## src/rtl/mem_port_arbiter.sv

```systemverilog
// Two-requester arbiter in front of a single-port memory: fetch (read only) and exec (read/write).
// Exec has priority; a saturating starve counter forces a fetch grant after IFU_STARVE_LIMIT exec wins.
module mem_port_arbiter #(
  parameter int ADDR_WIDTH       = 12,
  parameter int DATA_WIDTH       = 12,
  parameter int IFU_STARVE_LIMIT = 4
) (
  input  logic                  clk,
  input  logic                  reset_n,
  input  logic                  ifu_rd_req,
  input  logic [ADDR_WIDTH-1:0] ifu_rd_addr,
  output logic                  ifu_busy,
  output logic                  ifu_rd_valid,
  output logic [DATA_WIDTH-1:0] ifu_rd_data,
  input  logic                  exec_rd_req,
  input  logic [ADDR_WIDTH-1:0] exec_rd_addr,
  input  logic                  exec_wr_req,
  input  logic [ADDR_WIDTH-1:0] exec_wr_addr,
  input  logic [DATA_WIDTH-1:0] exec_wr_data,
  output logic                  exec_busy,
  output logic                  exec_rd_valid,
  output logic [DATA_WIDTH-1:0] exec_rd_data,
  output logic                  mem_rd_req,
  output logic [ADDR_WIDTH-1:0] mem_rd_addr,
  output logic                  mem_wr_req,
  output logic [ADDR_WIDTH-1:0] mem_wr_addr,
  output logic [DATA_WIDTH-1:0] mem_wr_data,
  input  logic [DATA_WIDTH-1:0] mem_rd_data,
  output logic                  protocol_err
);

  typedef enum logic [1:0] {IDLE, ISSUE_IFU_RD, ISSUE_EXEC_RD, ISSUE_EXEC_WR} state_e;

  localparam logic [3:0] STARVE_LIMIT = 4'(IFU_STARVE_LIMIT);

  state_e                  state_q, state_d;
  logic [3:0]              starve_q, starve_d;
  logic                    ifu_vld_q, ex_vld_q, ex_wr_q;
  logic [ADDR_WIDTH-1:0]   ifu_addr_q, ex_addr_q;
  logic [DATA_WIDTH-1:0]   ex_data_q;
  logic                    mem_rd_req_q, mem_wr_req_q;
  logic [ADDR_WIDTH-1:0]   mem_rd_addr_q, mem_wr_addr_q;
  logic [DATA_WIDTH-1:0]   mem_wr_data_q;
  logic                    rd_ret_q, ret_ifu_q, err_q;

  logic                    ifu_new, ex_new, ifu_cand, ex_cand;
  logic                    grant_ifu, grant_ex, err_d;
  logic                    ex_wr_sel;
  logic [ADDR_WIDTH-1:0]   ifu_addr_sel, ex_addr_sel;
  logic [DATA_WIDTH-1:0]   ex_data_sel;

  // A request arriving while its slot is full is dropped; a new request competes on the edge it is sampled.
  always_comb begin
    ifu_new      = ifu_rd_req && !ifu_vld_q;
    ex_new       = (exec_rd_req || exec_wr_req) && !ex_vld_q;
    ifu_cand     = ifu_vld_q || ifu_new;
    ex_cand      = ex_vld_q || ex_new;
    ifu_addr_sel = ifu_vld_q ? ifu_addr_q : ifu_rd_addr;
    ex_wr_sel    = ex_vld_q ? ex_wr_q : exec_wr_req;
    ex_addr_sel  = ex_vld_q ? ex_addr_q : (exec_wr_req ? exec_wr_addr : exec_rd_addr);
    ex_data_sel  = ex_vld_q ? ex_data_q : exec_wr_data;

    grant_ex  = ex_cand && !(ifu_cand && (starve_q == STARVE_LIMIT));
    grant_ifu = ifu_cand && !grant_ex;

    state_d = IDLE;
    if (grant_ex)       state_d = ex_wr_sel ? ISSUE_EXEC_WR : ISSUE_EXEC_RD;
    else if (grant_ifu) state_d = ISSUE_IFU_RD;

    starve_d = starve_q;
    if (!ifu_cand || grant_ifu)                       starve_d = '0;
    else if (grant_ex && (starve_q != STARVE_LIMIT))  starve_d = starve_q + 4'd1;

    err_d = err_q
          || (ifu_rd_req && ifu_vld_q)
          || ((exec_rd_req || exec_wr_req) && ex_vld_q)
          || (exec_rd_req && exec_wr_req);
  end

  always_ff @(posedge clk or negedge reset_n) begin
    if (!reset_n) begin
      state_q       <= IDLE;
      starve_q      <= '0;
      ifu_vld_q     <= 1'b0;
      ifu_addr_q    <= '0;
      ex_vld_q      <= 1'b0;
      ex_wr_q       <= 1'b0;
      ex_addr_q     <= '0;
      ex_data_q     <= '0;
      mem_rd_req_q  <= 1'b0;
      mem_wr_req_q  <= 1'b0;
      mem_rd_addr_q <= '0;
      mem_wr_addr_q <= '0;
      mem_wr_data_q <= '0;
      rd_ret_q      <= 1'b0;
      ret_ifu_q     <= 1'b0;
      err_q         <= 1'b0;
    end else begin
      state_q  <= state_d;
      starve_q <= starve_d;
      err_q    <= err_d;

      ifu_vld_q  <= ifu_cand && !grant_ifu;
      ifu_addr_q <= ifu_addr_sel;
      ex_vld_q   <= ex_cand && !grant_ex;
      ex_wr_q    <= ex_wr_sel;
      ex_addr_q  <= ex_addr_sel;
      ex_data_q  <= ex_data_sel;

      mem_rd_req_q <= (state_d == ISSUE_IFU_RD) || (state_d == ISSUE_EXEC_RD);
      mem_wr_req_q <= (state_d == ISSUE_EXEC_WR);
      case (state_d)
        ISSUE_IFU_RD:  mem_rd_addr_q <= ifu_addr_sel;
        ISSUE_EXEC_RD: mem_rd_addr_q <= ex_addr_sel;
        ISSUE_EXEC_WR: begin
          mem_wr_addr_q <= ex_addr_sel;
          mem_wr_data_q <= ex_data_sel;
        end
        default: ;
      endcase

      rd_ret_q  <= (state_q == ISSUE_IFU_RD) || (state_q == ISSUE_EXEC_RD);
      ret_ifu_q <= (state_q == ISSUE_IFU_RD);
    end
  end

  assign ifu_busy      = ifu_vld_q;
  assign exec_busy     = ex_vld_q;
  assign mem_rd_req    = mem_rd_req_q;
  assign mem_wr_req    = mem_wr_req_q;
  assign mem_rd_addr   = mem_rd_addr_q;
  assign mem_wr_addr   = mem_wr_addr_q;
  assign mem_wr_data   = mem_wr_data_q;
  assign protocol_err  = err_q;
  assign ifu_rd_valid  = rd_ret_q && ret_ifu_q;
  assign exec_rd_valid = rd_ret_q && !ret_ifu_q;
  assign ifu_rd_data   = ifu_rd_valid  ? mem_rd_data : '0;
  assign exec_rd_data  = exec_rd_valid ? mem_rd_data : '0;

endmodule

```

## config.mk

```make
export PLATFORM = sky130hd
export DESIGN_NAME = mem_port_arbiter
export DESIGN_NICKNAME = d
export VERILOG_FILES = /design/src/rtl/mem_port_arbiter.sv
export SDC_FILE = /design/constraint.sdc
export NUM_CORES = 1
export LEC_CHECK = 0
export CORE_UTILIZATION = 41
export DETAILED_ROUTE_END_ITERATION = 8
export PLACE_DENSITY_LB_ADDON = 0.3
export SLEW_MARGIN = 15
export SYNTH_ARGS = -nofsm -noshare
export SYNTH_HDL_FRONTEND = slang
export SYNTH_SLANG_ARGS = --single-unit
```

## constraint.sdc

```tcl
create_clock -name clk -period 2.3 [get_ports clk]
set_clock_uncertainty 0.2 [all_clocks]
set_input_delay 0.46 -clock clk [delete_from_list [all_inputs] [get_ports clk]]
set_output_delay 0.46 -clock clk [all_outputs]
set_load 0.02 [all_outputs]
```

# == Word-level counts from Yosys, hierarchy flattened ==
# Cells that the tools add are included.
# totals
reg_bits,86
inputBits,65
output_inout_bits,67
elab_cells,68
# classes
addsub,1
n_eq_ne,7
mux,13
reduce_logical,31
# ops
op,n
$mux 12,6
$pmux 12 s2,1
$logic_and 1x1->1,13
$logic_or 1x1->1,9
$mux 4,2
$logic_not 1->1,7
$eq 2x2->1 const B,3
$add 4x1->4 const B,1
$eq 2x1->1 const B,2
$eq 4x3->1 const B,1
$ne 4x3->1 const B,1
$reduce_bool 2->1,2
$mux 1,3
$mux 2,1

# == Depth between registers and ports, before layout ==
# logic_depth
ltp_word,12
ltp_mapped,10
depth_no_buf,9

# == Least setup slack after synthesis ==
# Ideal clock, no wire load.
# synth_path
kind,reg2reg
start,"register ifu_vld_q, in the netlist ifu_busy"
end,"register mem_wr_addr_q[0], in the netlist mem_wr_addr[0]"
setup_ns,0.125
t_arrival_ns,2.301
required_ns,1.975
path_slack_ns,-0.326
path_stages_with_launch,10
n_path_buf,4
period_less_slack_ns,2.626
cell_sequence,dfrtp_1 > buf_6 > buf_6 > nor2_1 > nor3_1 > a2bb2oi_1 > ha_1 > clkbuf_1 > buf_2 > mux2_2
# synth_between
elab_chain_cells,11
# synth_lines
item,line,source
start: declaration,38,"logic ifu_vld_q, ex_vld_q, ex_wr_q;"
start signal: assignment,103,ifu_vld_q <= ifu_cand && !grant_ifu;
$logic_not 1->1,54,ifu_new = ifu_rd_req && !ifu_vld_q;
$logic_and 1x1->1,54,
$logic_or 1x1->1 *,56,ifu_cand = ifu_vld_q || ifu_new;
$logic_and 1x1->1,63,grant_ex = ex_cand && !(ifu_cand && (starve_q == STARVE_LIMIT));
$logic_not 1->1,63,
$logic_and 1x1->1,63,
$logic_not 1->1,64,grant_ifu = ifu_cand && !grant_ex;
$logic_and 1x1->1,64,
$mux 1,68,else if (grant_ifu) state_d = ISSUE_IFU_RD;
$mux 2 *,67,if (grant_ex) state_d = ex_wr_sel ? ISSUE_EXEC_WR : ISSUE_EXEC_RD;
named net state_d[0],36,"state_e state_q, state_d;"
$eq 2x2->1 *,112,case (state_d)
end signal: assignment,116,mem_wr_addr_q <= ex_addr_sel;
end: declaration,42,"logic [ADDR_WIDTH-1:0] mem_rd_addr_q, mem_wr_addr_q;"
# The timed path passes the listed nets; every way through them passes the cells marked *.
# A chain may end at the register's enable or synchronous reset.

# == Worst setup path after layout ==
# layout_path
start,"register ex_vld_q, in the netlist exec_busy"
end,"register mem_rd_addr_q[10], in the netlist mem_rd_addr[10]"
# layout_between
elab_chain_cells,10
elab_cells_between_ends,15
cone_classes,eq/ne: 2; mux: 6; reduce/logical: 7
# layout_lines
item,line,source
start: declaration,38,
start signal: assignment,105,ex_vld_q <= ex_cand && !grant_ex;
$logic_not 1->1,55,ex_new = (exec_rd_req || exec_wr_req) && !ex_vld_q;
$logic_and 1x1->1,55,
$logic_or 1x1->1,57,ex_cand = ex_vld_q || ex_new;
$logic_and 1x1->1,63,
$logic_not 1->1,64,
$logic_and 1x1->1,64,
$mux 1,68,
$mux 2,67,
$eq 2x2->1 or $eq 2x1->1 (tied branches),112,
$pmux 12 s2 or $reduce_bool 2->1 (tied branches),n/a,
end signal: assignment,113,ISSUE_IFU_RD: mem_rd_addr_q <= ifu_addr_sel;
end signal: assignment,114,ISSUE_EXEC_RD: mem_rd_addr_q <= ex_addr_sel;
end: declaration,42,
# Parallel ways exist; a longest one is shown, timed or not.

==> results.json <==
{
  "synth-simple-area-share_pct": 8.493,
  "max_slew_margin_pct": 66.40,
  "p_per_area_mw_per_mm2": 1184,
  "wl_microns": 9032,
  "antennaDiodeCount": 0,
  "insertion_delay_ns": 0.35,
  "cts_tree": "done",
  "drtPass1Iterations": 4,
  "p_clk_share_pct": 15.9,
  "place_ws_ns": -0.6859,
  "die-area_sq_mm": 0.009439,
  "grt_antenna_before_repair": 0,
  "dp_hpwl_microns": 6544,
  "setup_viol": 0,
  "ys_warn_count": 0,
  "clock-sinks": 86,
  "cp.arrival_ns": 2.28,
  "seqCellArea_sq_mm": 0.002155,
  "clock_path_buffers": 2,
  "avgSynthCellArea_sq_um": 13.31,
  "core_sq_mm": 0.008763,
  "maxCapViolations": 0,
  "synth_fa_ha_area_share_pct": 2.022,
  "synth_compound_area_share_pct": 8.426,
  "synth_mux_area_share_pct": 18.77,
  "fill_cells": 680,
  "die_h_microns": 97.16,
  "die_w_microns": 97.16,
  "clk_pin_slew_ns": 0.08,
  "ys_seq_elements": 86,
  "multi_input_area_sq_mm": 0.001567,
  "period_needed_ns": 2.243,
  "final_core_util_pct": 64.56,
  "fin_ws_ns": 0.05705,
  "hold_depth": 3,
  "finalHoldViolCount": 0,
  "rr_endpoint": "mem_rd_addr[10]",
  "syn_to_final_growth_pct": 52.41,
  "syn-cell-area_sq_mm": 0.003712,
  "worstMarginPinSlew_ns": 0.5040,
  "cp_max_fo": 6,
  "p_leak_nw": 2.596,
  "synth_top_family_by_area": "multiplexers",
  "rows": 34,
  "reg2reg_slack_ns": 0.06,
  "numCtsBuffers": 9,
  "timing.fmax_ghz": 0.4458,
  "grt_max_degree": 42,
  "grt_usage_pct": 19.80,
  "min_from": "ifu_rd_req",
  "p_seq_share_pct": 35.2,
  "internal_power_mw": 4.312,
  "crit_type": "register to register",
  "drt_iter0_drc": 80,
  "hold-worst-slack_ns": 0.2538,
  "status": "finished clean",
  "cts-root-buf": "clkbuf_8",
  "cts-htree-levels": 3,
  "synthXorXnorAreaFrac_pct": 0.4719,
  "antenna_left": 0,
  "switching_power_mw": 2.386,
  "slew_viol_final": 0,
  "crit_required_ns": 2.33,
  "grt_pass1_vias": 2993,
  "syn-num-nets": 350,
  "drc_errors": 0,
  "vias": 2811,
  "grt_pass1_wl_microns": 14790,
  "place.gp.congestion": 0.8717,
  "switching_share_pct": 35.62,
  "start_kind": "register",
  "crit-reg2reg-launch": "exec_busy",
  "drt-vias-per-instance": 5.092,
  "final_nets": 510,
  "reg2regPathDepth": 7,
  "wl_per_cell_microns": 16.36,
  "ios": 132,
  "synth_seq_area_share_pct": 57.97,
  "hold_end": "protocol_err",
  "rsz0062_at_grt": "yes",
  "syn_inst": 279,
  "vdd_drop_max_uv": 735.2,
  "drive_gt1_share_pct": 27.70,
  "start_util_pct": 42.36,
  "overflow": 0,
  "fin_crit_sh_pct": 97.52,
  "io_buffers": 131,
  "hp-class": "input pin to register",
  "synth_cell_type_count": 31,
  "p_comb_share_pct": 48.9,
  "end_kind": "register"
}
## power by group through the flow
stage / combinational [mW] / sequential (mW) / clock (mW)
final: 3.27 / 2.36 / 1.07
after global placement: 3.10 / 2.36 / 0
after global routing: 3.50 / 2.44 / 1.14
after detailed placement: 3.18 / 2.39 / 0
after floorplan: 1.37 / 2.78 / 0
after CTS: 3.22 / 2.37 / 1.09
## synth_stat cells
master     count  share of area, %
dfrtp_1       86                58
mux2_2        41                12
a21oi_1       14               1.9
and2_1        13               2.2
mux2i_1       13               3.5
nor2b_1       13               2.2
a211oi_1      12               2.4
a221o_1       12               3.2
and3_1        12               2.0
inv_1          8              0.81
nor2_1         8              0.81
clkbuf_1       7              0.71
mux2_4         7               2.8
buf_2          6              0.81
ha_1           6               2.0
buf_6          4               1.2
nand2_1        2              0.20
nor3_1         2              0.27
a2bb2oi_1      1              0.24
buf_4          1              0.20
inv_2          1              0.10
nand2b_1       1              0.17
nand3_1        1              0.13
nor4_1         1              0.17
o211ai_2       1              0.34
o21ai_0        1              0.13
o22ai_1        1              0.17
or2_2          1              0.17
or3_1          1              0.17
xnor2_1        1              0.24
xor2_1         1              0.24
## final cells by class
cell class / count / area share [%]
Sequential cell: 86 / 38.08
Multi-Input combinational cell: 168 / 27.69
Timing Repair Buffer: 165 / 27.69
Tap cell: 108 / 2.388
Clock buffer: 9 / 2.189
Clock inverter: 7 / 1.371
Inverter: 9 / 0.5971
## flip-flops by register name, summed over array words and instances (netlist names)
signal and flops:
ex_addr_q 12, ex_data_q 12, ifu_addr_q 12, mem_rd_addr 12, mem_wr_addr 12, mem_wr_data 12, starve_q 4, state_q 2
ex_wr_q 1, exec_busy 1, ifu_busy 1, mem_rd_req 1, mem_wr_req 1, protocol_err 1, rd_ret_q 1, ret_ifu_q 1
## cells by family after synthesis
| kind of cell | Yosys count |
|---|---|
| AO/OA/AOI/OAI | 42 |
| flip-flops | 86 |
| AND/OR/NAND/NOR | 55 |
| XOR/XNOR | 2 |
| buffers and inverters | 27 |
| adder cells (fa/ha/maj) | 6 |
| multiplexers | 61 |
## metrics by stage
stage	power, mW	cell area [sq um]	instances	setup TNS (ns)
final	6.698	5658	552	0
after global routing	7.073	5658	552	-0.02731
after CTS	6.679	5584	551	-0.007137
after detailed placement	5.562	5329	531	-18.78
after global placement	5.464	5329	531	-17.31
after floorplan	4.146	3785	279	-0.3240
## how the worst max path moves through the flow
| stage | to | start | slack [ns] |
|---|---|---|---|
| CTS | mem_wr_addr[8] | starve_q[0] | -0.003 |
| detailed placement | mem_rd_addr[3] | exec_wr_req | -0.69 |
| floorplan | mem_rd_addr[10] | exec_wr_req | -0.03 |
| global placement | mem_rd_addr[5] | exec_wr_req | -0.57 |
| finish | mem_rd_addr[10] | exec_busy | 0.06 |
| global route | mem_rd_addr[10] | starve_q[1] | -0.01 |
## per-layer routing
metal  up-vias  track usage (%)  wire [microns]
met5         -                0               0
met4         0            6.315             134
met3        14            6.691             720
met2       112            33.59            4461
met1      1368            23.70            3716
li1       1317                -               -
## critical path: stages, from the launching register on
cell and delay (ns):
dfrtp_2 0.45, or3_4 0.37, nand2_4 0.09, o22ai_1 0.08
ha_2 0.38, nand2b_4 0.20, a211oi_1 0.08, a221o_1 0.28
## timing repair
action,CTS,global route
setup buffers,1,0
hold buffers,1,0
gates cloned,2,1
pin swaps,2,4
endpoints found under the setup margin,62,37
resized for setup,41,9
hold endpoints to repair,37,0
## cell usage in the layout (no fill, tap or decap), types with 2 or more instances in the layout
cell,count
nand2b_4,2
nor2_2,3
clkbuf_8,9
dfrtp_2,2
mux2_2,39
a211oi_2,5
a221o_1,12
mux2_4,9
dlygate4sd2_1,28
nor2b_1,13
buf_4,32
a21oi_1,14
a211oi_1,7
inv_1,8
and3_1,12
inv_6,3
dlymetal6s2s_1,2
and2_1,13
nor2_1,5
clkdlybuf4s50_1,100
dfrtp_1,84
ha_1,4
mux2i_1,12
Power figures use the tool's default switching activity.
